### src/rtl/bin_to_bcd.sv
// Sequential binary-to-BCD converter (shift-and-add-3), one input bit per clock.
// Values above 10^DIGITS-1 saturate to all nines with ovf set.
module bin_to_bcd #(
    parameter int WIDTH  = 14,
    parameter int DIGITS = 4
) (
    input  logic                  clk,
    input  logic                  reset,
    input  logic                  start,
    input  logic [WIDTH-1:0]      bin,
    output logic [4*DIGITS-1:0]   bcd,
    output logic                  busy,
    output logic                  done,
    output logic                  ovf
);

    function automatic logic [63:0] pow10(input int n);
        logic [63:0] p;
        p = 64'd1;
        for (int i = 0; i < n; i++) begin
            p = p * 64'd10;
        end
        return p;
    endfunction

    // Scratch holds every decimal digit a WIDTH-bit value can produce (0.302 > log10(2)).
    localparam int SD = (WIDTH * 302) / 1000 + 1;
    localparam int SW = 4 * SD;
    localparam int EW = (SW > 4 * DIGITS) ? SW : 4 * DIGITS;
    localparam int CW = $clog2(WIDTH + 1);
    localparam logic [63:0]         MAXV = pow10(DIGITS) - 64'd1;
    localparam logic [4*DIGITS-1:0] ALL9 = {DIGITS{4'h9}};

    function automatic logic [SW-1:0] add3_all(input logic [SW-1:0] s);
        logic [SW-1:0] r;
        r = s;
        for (int i = 0; i < SD; i++) begin
            if (s[4*i +: 4] >= 4'd5) begin
                r[4*i +: 4] = s[4*i +: 4] + 4'd3;
            end else begin
                r[4*i +: 4] = s[4*i +: 4];
            end
        end
        return r;
    endfunction

    function automatic logic [4*DIGITS-1:0] fit(input logic [EW-1:0] e);
        return e[4*DIGITS-1:0];
    endfunction

    typedef enum logic [0:0] {IDLE = 1'b0, CONV = 1'b1} state_t;

    state_t                state_q, state_d;
    logic [WIDTH-1:0]      shift_q, shift_d;
    logic [SW-1:0]         scr_q, scr_d;
    logic [SW-1:0]         scr_add_s;
    logic [SW-1:0]         scr_shift_s;
    logic [CW-1:0]         cnt_q, cnt_d;
    logic                  ovfp_q, ovfp_d;
    logic [4*DIGITS-1:0]   bcd_q, bcd_d;
    logic                  ovf_q, ovf_d;
    logic                  busy_q, busy_d;
    logic                  done_q, done_d;

    // Next-state and output logic for the IDLE/CONV controller and datapath.
    always_comb begin
        state_d     = state_q;
        shift_d     = shift_q;
        scr_d       = scr_q;
        cnt_d       = cnt_q;
        ovfp_d      = ovfp_q;
        bcd_d       = bcd_q;
        ovf_d       = ovf_q;
        done_d      = 1'b0;
        scr_add_s   = add3_all(scr_q);
        scr_shift_s = {scr_add_s[SW-2:0], shift_q[WIDTH-1]};
        case (state_q)
            IDLE: begin
                if (start) begin
                    shift_d = bin;
                    scr_d   = '0;
                    cnt_d   = '0;
                    ovfp_d  = (64'(bin) > MAXV);
                    state_d = CONV;
                end else begin
                    state_d = IDLE;
                end
            end
            CONV: begin
                scr_d   = scr_shift_s;
                shift_d = {shift_q[WIDTH-2:0], 1'b0};
                cnt_d   = cnt_q + CW'(1);
                if (cnt_q == CW'(WIDTH - 1)) begin
                    state_d = IDLE;
                    done_d  = 1'b1;
                    ovf_d   = ovfp_q;
                    bcd_d   = ovfp_q ? ALL9 : fit(EW'(scr_shift_s));
                end else begin
                    state_d = CONV;
                end
            end
            default: begin
                state_d = IDLE;
            end
        endcase
        busy_d = (state_d == CONV);
    end

    // State, datapath and output registers with synchronous reset.
    always_ff @(posedge clk) begin
        if (reset) begin
            state_q <= IDLE;
            shift_q <= '0;
            scr_q   <= '0;
            cnt_q   <= '0;
            ovfp_q  <= 1'b0;
            bcd_q   <= '0;
            ovf_q   <= 1'b0;
            busy_q  <= 1'b0;
            done_q  <= 1'b0;
        end else begin
            state_q <= state_d;
            shift_q <= shift_d;
            scr_q   <= scr_d;
            cnt_q   <= cnt_d;
            ovfp_q  <= ovfp_d;
            bcd_q   <= bcd_d;
            ovf_q   <= ovf_d;
            busy_q  <= busy_d;
            done_q  <= done_d;
        end
    end

    assign bcd  = bcd_q;
    assign ovf  = ovf_q;
    assign busy = busy_q;
    assign done = done_q;

endmodule

### config.mk
export PLATFORM = sky130hd
export DESIGN_NAME = bin_to_bcd
export DESIGN_NICKNAME = d
export VERILOG_FILES = /design/src/rtl/bin_to_bcd.sv
export SDC_FILE = /design/constraint.sdc
export NUM_CORES = 1
export LEC_CHECK = 0
export BUFFER_PORTS_ARGS = -buffer_cell sky130_fd_sc_hd__buf_2
export CAP_MARGIN = 20
export CORE_MARGIN = 8
export CORE_UTILIZATION = 33
export CTS_BUF_LIST = sky130_fd_sc_hd__clkbuf_16
export CTS_CLUSTER_SIZE = 8
export DETAILED_ROUTE_END_ITERATION = 8
export PLACE_DENSITY = 0.62
export REMOVE_ABC_BUFFERS = 1
export SLEW_MARGIN = 5
export SYNTH_ARGS = -nofsm -noshare
export SYNTH_HDL_FRONTEND = slang
export SYNTH_SLANG_ARGS = --single-unit
export TNS_END_PERCENT = 100
### constraint.sdc
create_clock -name clk -period 2.9 [get_ports clk]
set_clock_uncertainty 0.2 [all_clocks]
set_input_delay 0.29 -clock clk [delete_from_list [all_inputs] [get_ports clk]]
set_output_delay 0.29 -clock clk [all_outputs]
set_load 0.01 [all_outputs]
=== After elaboration in Yosys (flattened, before gate mapping) ===
Cells that the tools add are included.

* Multiplexer cells: 16
* Magnitude comparators: 6
* Bitwise gates (word level): 1
* Eq/ne operators: 2
* Reductions and logical operators: 3
* Add/sub/neg operators: 6

{| class="wikitable"
|+ Operator list
! kind !! number
|-
| 20-bit case mux with 2 select lines || 1
|-
| 14-bit case mux with 2 select lines || 1
|-
| 4-bit by 3-bit >= comparator with 1-bit output, second input constant || 5
|-
| 20-bit two-way mux || 1
|-
| 4-bit two-way mux || 5
|-
| 4-bit by 2-bit adder with 4-bit output, second input constant || 4
|-
| 16-bit two-way mux || 1
|-
| 14-bit > comparator, second input constant || 1
|-
| 14-bit two-way mux || 1
|-
| 4-bit case mux with 2 select lines || 1
|-
| 4-bit by 1-bit adder with 4-bit output, second input constant || 1
|-
| 4-bit equality test, second input constant || 1
|-
| 2-bit AND reduction || 2
|-
| 3-bit by 2-bit adder with 3-bit output, second input constant || 1
|-
| 1-bit two-way mux || 3
|-
| 3-bit two-way mux || 1
|-
| 2-bit != test, second input constant || 1
|-
| 1-bit case mux with 2 select lines || 1
|-
| 2-bit OR reduction || 1
|-
| 1-bit inverter || 1
|}

* Input bits: 17
* Register bits: 58
* Output and inout bits: 19

=== Depth between registers and ports, before layout ===
* Depth after elaboration: 3
* Depth in mapped cells: 6

=== Worst setup path after synthesis ===
No wires, ideal clock.

* Kind: reg-to-reg
* Start point: register scr_q[1]
* End point: register scr_q[2]
* Period minus slack after synthesis: 1639 ps
* Required time: 2608 ps
* Arrival: 1346 ps
* Cell stages (with the launch flop): 7
* Setup slack: 1261 ps
* Path through: dfxtp_1 -> inv_1 -> ha_1 -> nand2b_1 -> a21oi_1 -> mux2_2 -> o32ai_1

* Longest elaborated chain between the ends: 3
* Elaborated cells on any way between the ends: 4
* Those cells by class: add/sub (1); order compare (1); mux (2)

{| class="wikitable"
|+ Ends and longest elaborated chain
! item !! RTL line !! RTL
|-
| from (decl) || 55 || <nowiki>logic [SW-1:0] scr_q, scr_d;</nowiki>
|-
| from (signal assigned) || 124 || <nowiki>scr_q <= scr_d;</nowiki>
|-
| 4-bit by 2-bit adder with 4-bit output or 4-bit by 3-bit >= comparator with 1-bit output (tied branches) || 39, 38 ||
|-
| 4-bit two-way mux (*) || 38 || <nowiki>if (s[4*i +: 4] >= 4'd5) begin</nowiki>
|-
| 20-bit case mux with 2 select lines (*) || 77 || <nowiki>case (state_q)</nowiki>
|}

Mark *: on every way between the ends. The rest lies on a longest branch, timed or not.
A chain may end at the register's enable or synchronous reset.

=== Worst setup path in the final report ===
* Start point: register busy_q, in the netlist busy
* End point: output busy

{| class="wikitable"
|+ RTL lines
! item !! RTL line !! RTL
|-
| from (decl) || 62 || <nowiki>logic busy_q, busy_d;</nowiki>
|-
| from (signal assigned) || 129 || <nowiki>busy_q <= busy_d;</nowiki>
|-
| to (decl) || 12 || <nowiki>output logic busy,</nowiki>
|}

No word-level cell between the ends.

==> results.py <==
metrics = {
    "drt": {
        "first_pass_iters": 4,
        "routedWlPerCell_um": 13.3,
        "drc": 0,
        "via_count": 2028,
        "drt_iter0_drc": 104,
        "ant_nets": 0,
        "viasPerCell": 5.00,
        "routed_wl_mm": 5.41,
    },
    "critical_path": {
        "cp_cell_sequence": "buf_4 > buf_2",
        "max_stage_delay_ps": 480,
        "criticalPathCategory": "flop to primary output",
        "critPathArrivalTime_ps": 1490,
        "critPathCaptureType": "primary output",
        "cp-start-kind": "flop",
        "critical_path_required_ps": 2410,
        "path_max_fanout": 51,
        "crit_slowest_cell": "dfxtp_2",
    },
    "finish": {
        "final_nets": 334,
        "seq_area_mm2": 0.00108,
        "antenna_cells": 0,
        "drive_above_1_share": 0.192,
        "areaGrowthSynthToFinish_pct": 14.6,
        "fill_cells": 791,
        "multi_input_area_mm2": 0.00127,
    },
    "sta": {
        "tightest_slew_ps": 621,
        "maxClockFrequency_mhz": 506,
        "tns_ps": 0,
        "setup_violations": 0,
        "finalHoldViolCount": 0,
        "hold_ws_ps": 103,
        "slew-limit-headroom": 0.586,
        "rsz0062_at_grt": "false",
        "timing.final.crit_share": 0.682,
        "min_period_ps": 1980,
        "slew_violations": 0,
    },
    "clock_network": {
        "h-tree-depth": 2,
        "clock_latency_ps": 290,
        "tritoncts": "done",
        "clockRootBuffer": "clkbuf_16",
        "cts_made_buffers": 5,
        "clk_pin_slew_ps": 70,
        "cts.sinks": 54,
        "post_cts_buffers": 0,
        "clk_path_buf_depth": 2,
        "cts_resized": 0,
        "ctsHoldBuffers": 0,
    },
    "synthesis": {
        "yosysUniqueCellTypes": 31,
        "syn_inst": 282,
        "ys_ff_latch": 54,
        "yosysWarnings": 0,
        "ys_seq_area_frac": 0.433,
        "syn_area_mm2": 0.00249,
        "postSynthAreaPerCell_um2": 8.85,
    },
    "die": {
        "initial_core_util": 0.342,
        "ios": 36,
        "fp.dieH_um": 103,
        "dieArea_mm2": 0.0106,
        "placementRows": 31,
        "die_x_um": 103,
        "core_mm2": 0.00729,
    },
    "placed_design": {
        "portBuffers": 35,
        "place_hpwl_mm": 3.85,
        "gp_congestion": 0.790,
    },
    "global_routing": {
        "grtUsageTotal": 0.106,
        "grt_pass1_vias": 1905,
        "grt_max_degree": 52,
        "antenna_found_initial": 0,
        "grt_overflow_total": 0,
        "grt_pass1_wl_mm": 8.94,
    },
    "hold_path": {
        "hold_path.class": "input pin to flop",
    },
    "power_and_ir_drop": {
        "power.density_mw_per_mm2": 504,
        "p_leak_nw": 1.11,
        "ir_drop_mv": 0.267,
    },
    "job": {
        "drv_cap": 0,
    },
    "status": {
        "outcome": "complete, no violations",
    },
}
## metal layers
layer	track usage	vias up	share of wire
li1	-	1031	-
met1	0.138	945	0.49
met2	0.169	48	0.44
met3	0.0284	4	0.061
met4	0.0267	0	0.0050
met5	0	-	0
## flip-flops by register name, summed over array words and instances (netlist names)
name / count
bcd: 16
busy: 1
ovf: 1
done: 1
shift_q: 14
ovfp_q: 1
cnt_q: 4
scr_q: 16
## worst paths after layout
| kind | from | to | slack, ps | depth (start not counted) |
|---|---|---|---|---|
| max | busy$_SDFF_PP0_ | busy | 920 | 2 |
| min | bin[0] | shift_q[0]$_SDFFE_PP0P_ | 100 | 3 |
| max reg2reg | cnt_q[0]$_SDFFE_PP0P_ | bcd[11]$_SDFFE_PP0P_ | 1060 | 5 |
| min reg2reg | ovf$_SDFFE_PP0P_ | ovf$_SDFFE_PP0P_ | 250 | 2 |
## cell usage in the layout, fill, tap and decap left out, types with 10 or more instances in the layout
cell / count
ha_1: 10
o32ai_1: 11
nand2b_1: 13
dfxtp_1: 53
nand3b_1: 10
a21oi_1: 29
mux2i_1: 14
buf_2: 35
nor2_1: 44
inv_1: 13
## metrics by stage
| stage | setup slack, ps | power (mW) | util | std cells | area, µm² |
|---|---|---|---|---|---|
| after detailed placement | 1020 | 0.887 | 0.373 | 399 | 2720 |
| final | 923 | 1.44 | 0.392 | 406 | 2860 |
| after CTS | 928 | 1.46 | 0.392 | 406 | 2860 |
| after global placement | 1080 | 0.885 | 0.373 | 399 | 2720 |
| after floorplan | 145 | 0.840 | - | 262 | 2400 |
| after global routing | 837 | 1.51 | 0.392 | 406 | 2860 |
## critical path, delay by kind of cell, from the launching register on
family | cells | cell delay, ps
buffers and inverters | 2 | 710
flip-flops | 1 | 480
## Yosys cell counts, drive strengths merged
library cell | count | share of area
o21ai | 17 | 0.046
buf | 12 | 0.027
a211oi | 3 | 0.0090
nand2 | 7 | 0.011
nor4 | 1 | 0.0025
mux2 | 4 | 0.018
nor2 | 44 | 0.066
o22ai | 4 | 0.010
nand3b | 10 | 0.030
nor2b | 1 | 0.0025
mux2i | 14 | 0.056
nor3 | 7 | 0.014
or3 | 1 | 0.0025
nor3b | 7 | 0.021
a41oi | 1 | 0.0035
o32ai | 11 | 0.039
nand2b | 13 | 0.033
dfxtp | 54 | 0.43
and4 | 1 | 0.0035
nand3 | 2 | 0.0040
or2 | 1 | 0.0025
inv | 13 | 0.020
ha | 10 | 0.050
nand4 | 1 | 0.0050
clkbuf | 8 | 0.012
o41ai | 1 | 0.0035
xnor2 | 4 | 0.014
a21oi | 29 | 0.058
o31a | 1 | 0.0035
## area by class of cell
| type | count | share of cell area |
|---|---|---|
| Tap cell | 99 | 0.0433 |
| Clock buffer | 5 | 0.0438 |
| Sequential cell | 54 | 0.379 |
| Timing Repair Buffer | 38 | 0.0691 |
| Inverter | 13 | 0.0171 |
| Multi-Input combinational cell | 195 | 0.443 |
| Clock inverter | 2 | 0.00481 |
## report_power, final
group	switching, mW	internal (mW)
sequential	0.0131	0.757
combinational	0.0600	0.0393
clock	0.255	0.317
total	0.328	1.11
## cell families after synthesis
group | synth area share
AOI/OAI and AO/OA | 0.173
xor gates and xnor gates | 0.0140
adders and majority gates | 0.0502
buffers and inverters | 0.0587
DFF | 0.433
muxes | 0.0742
and+or+nand+nor | 0.197
Note: power is estimated with default switching activity, not from simulation.
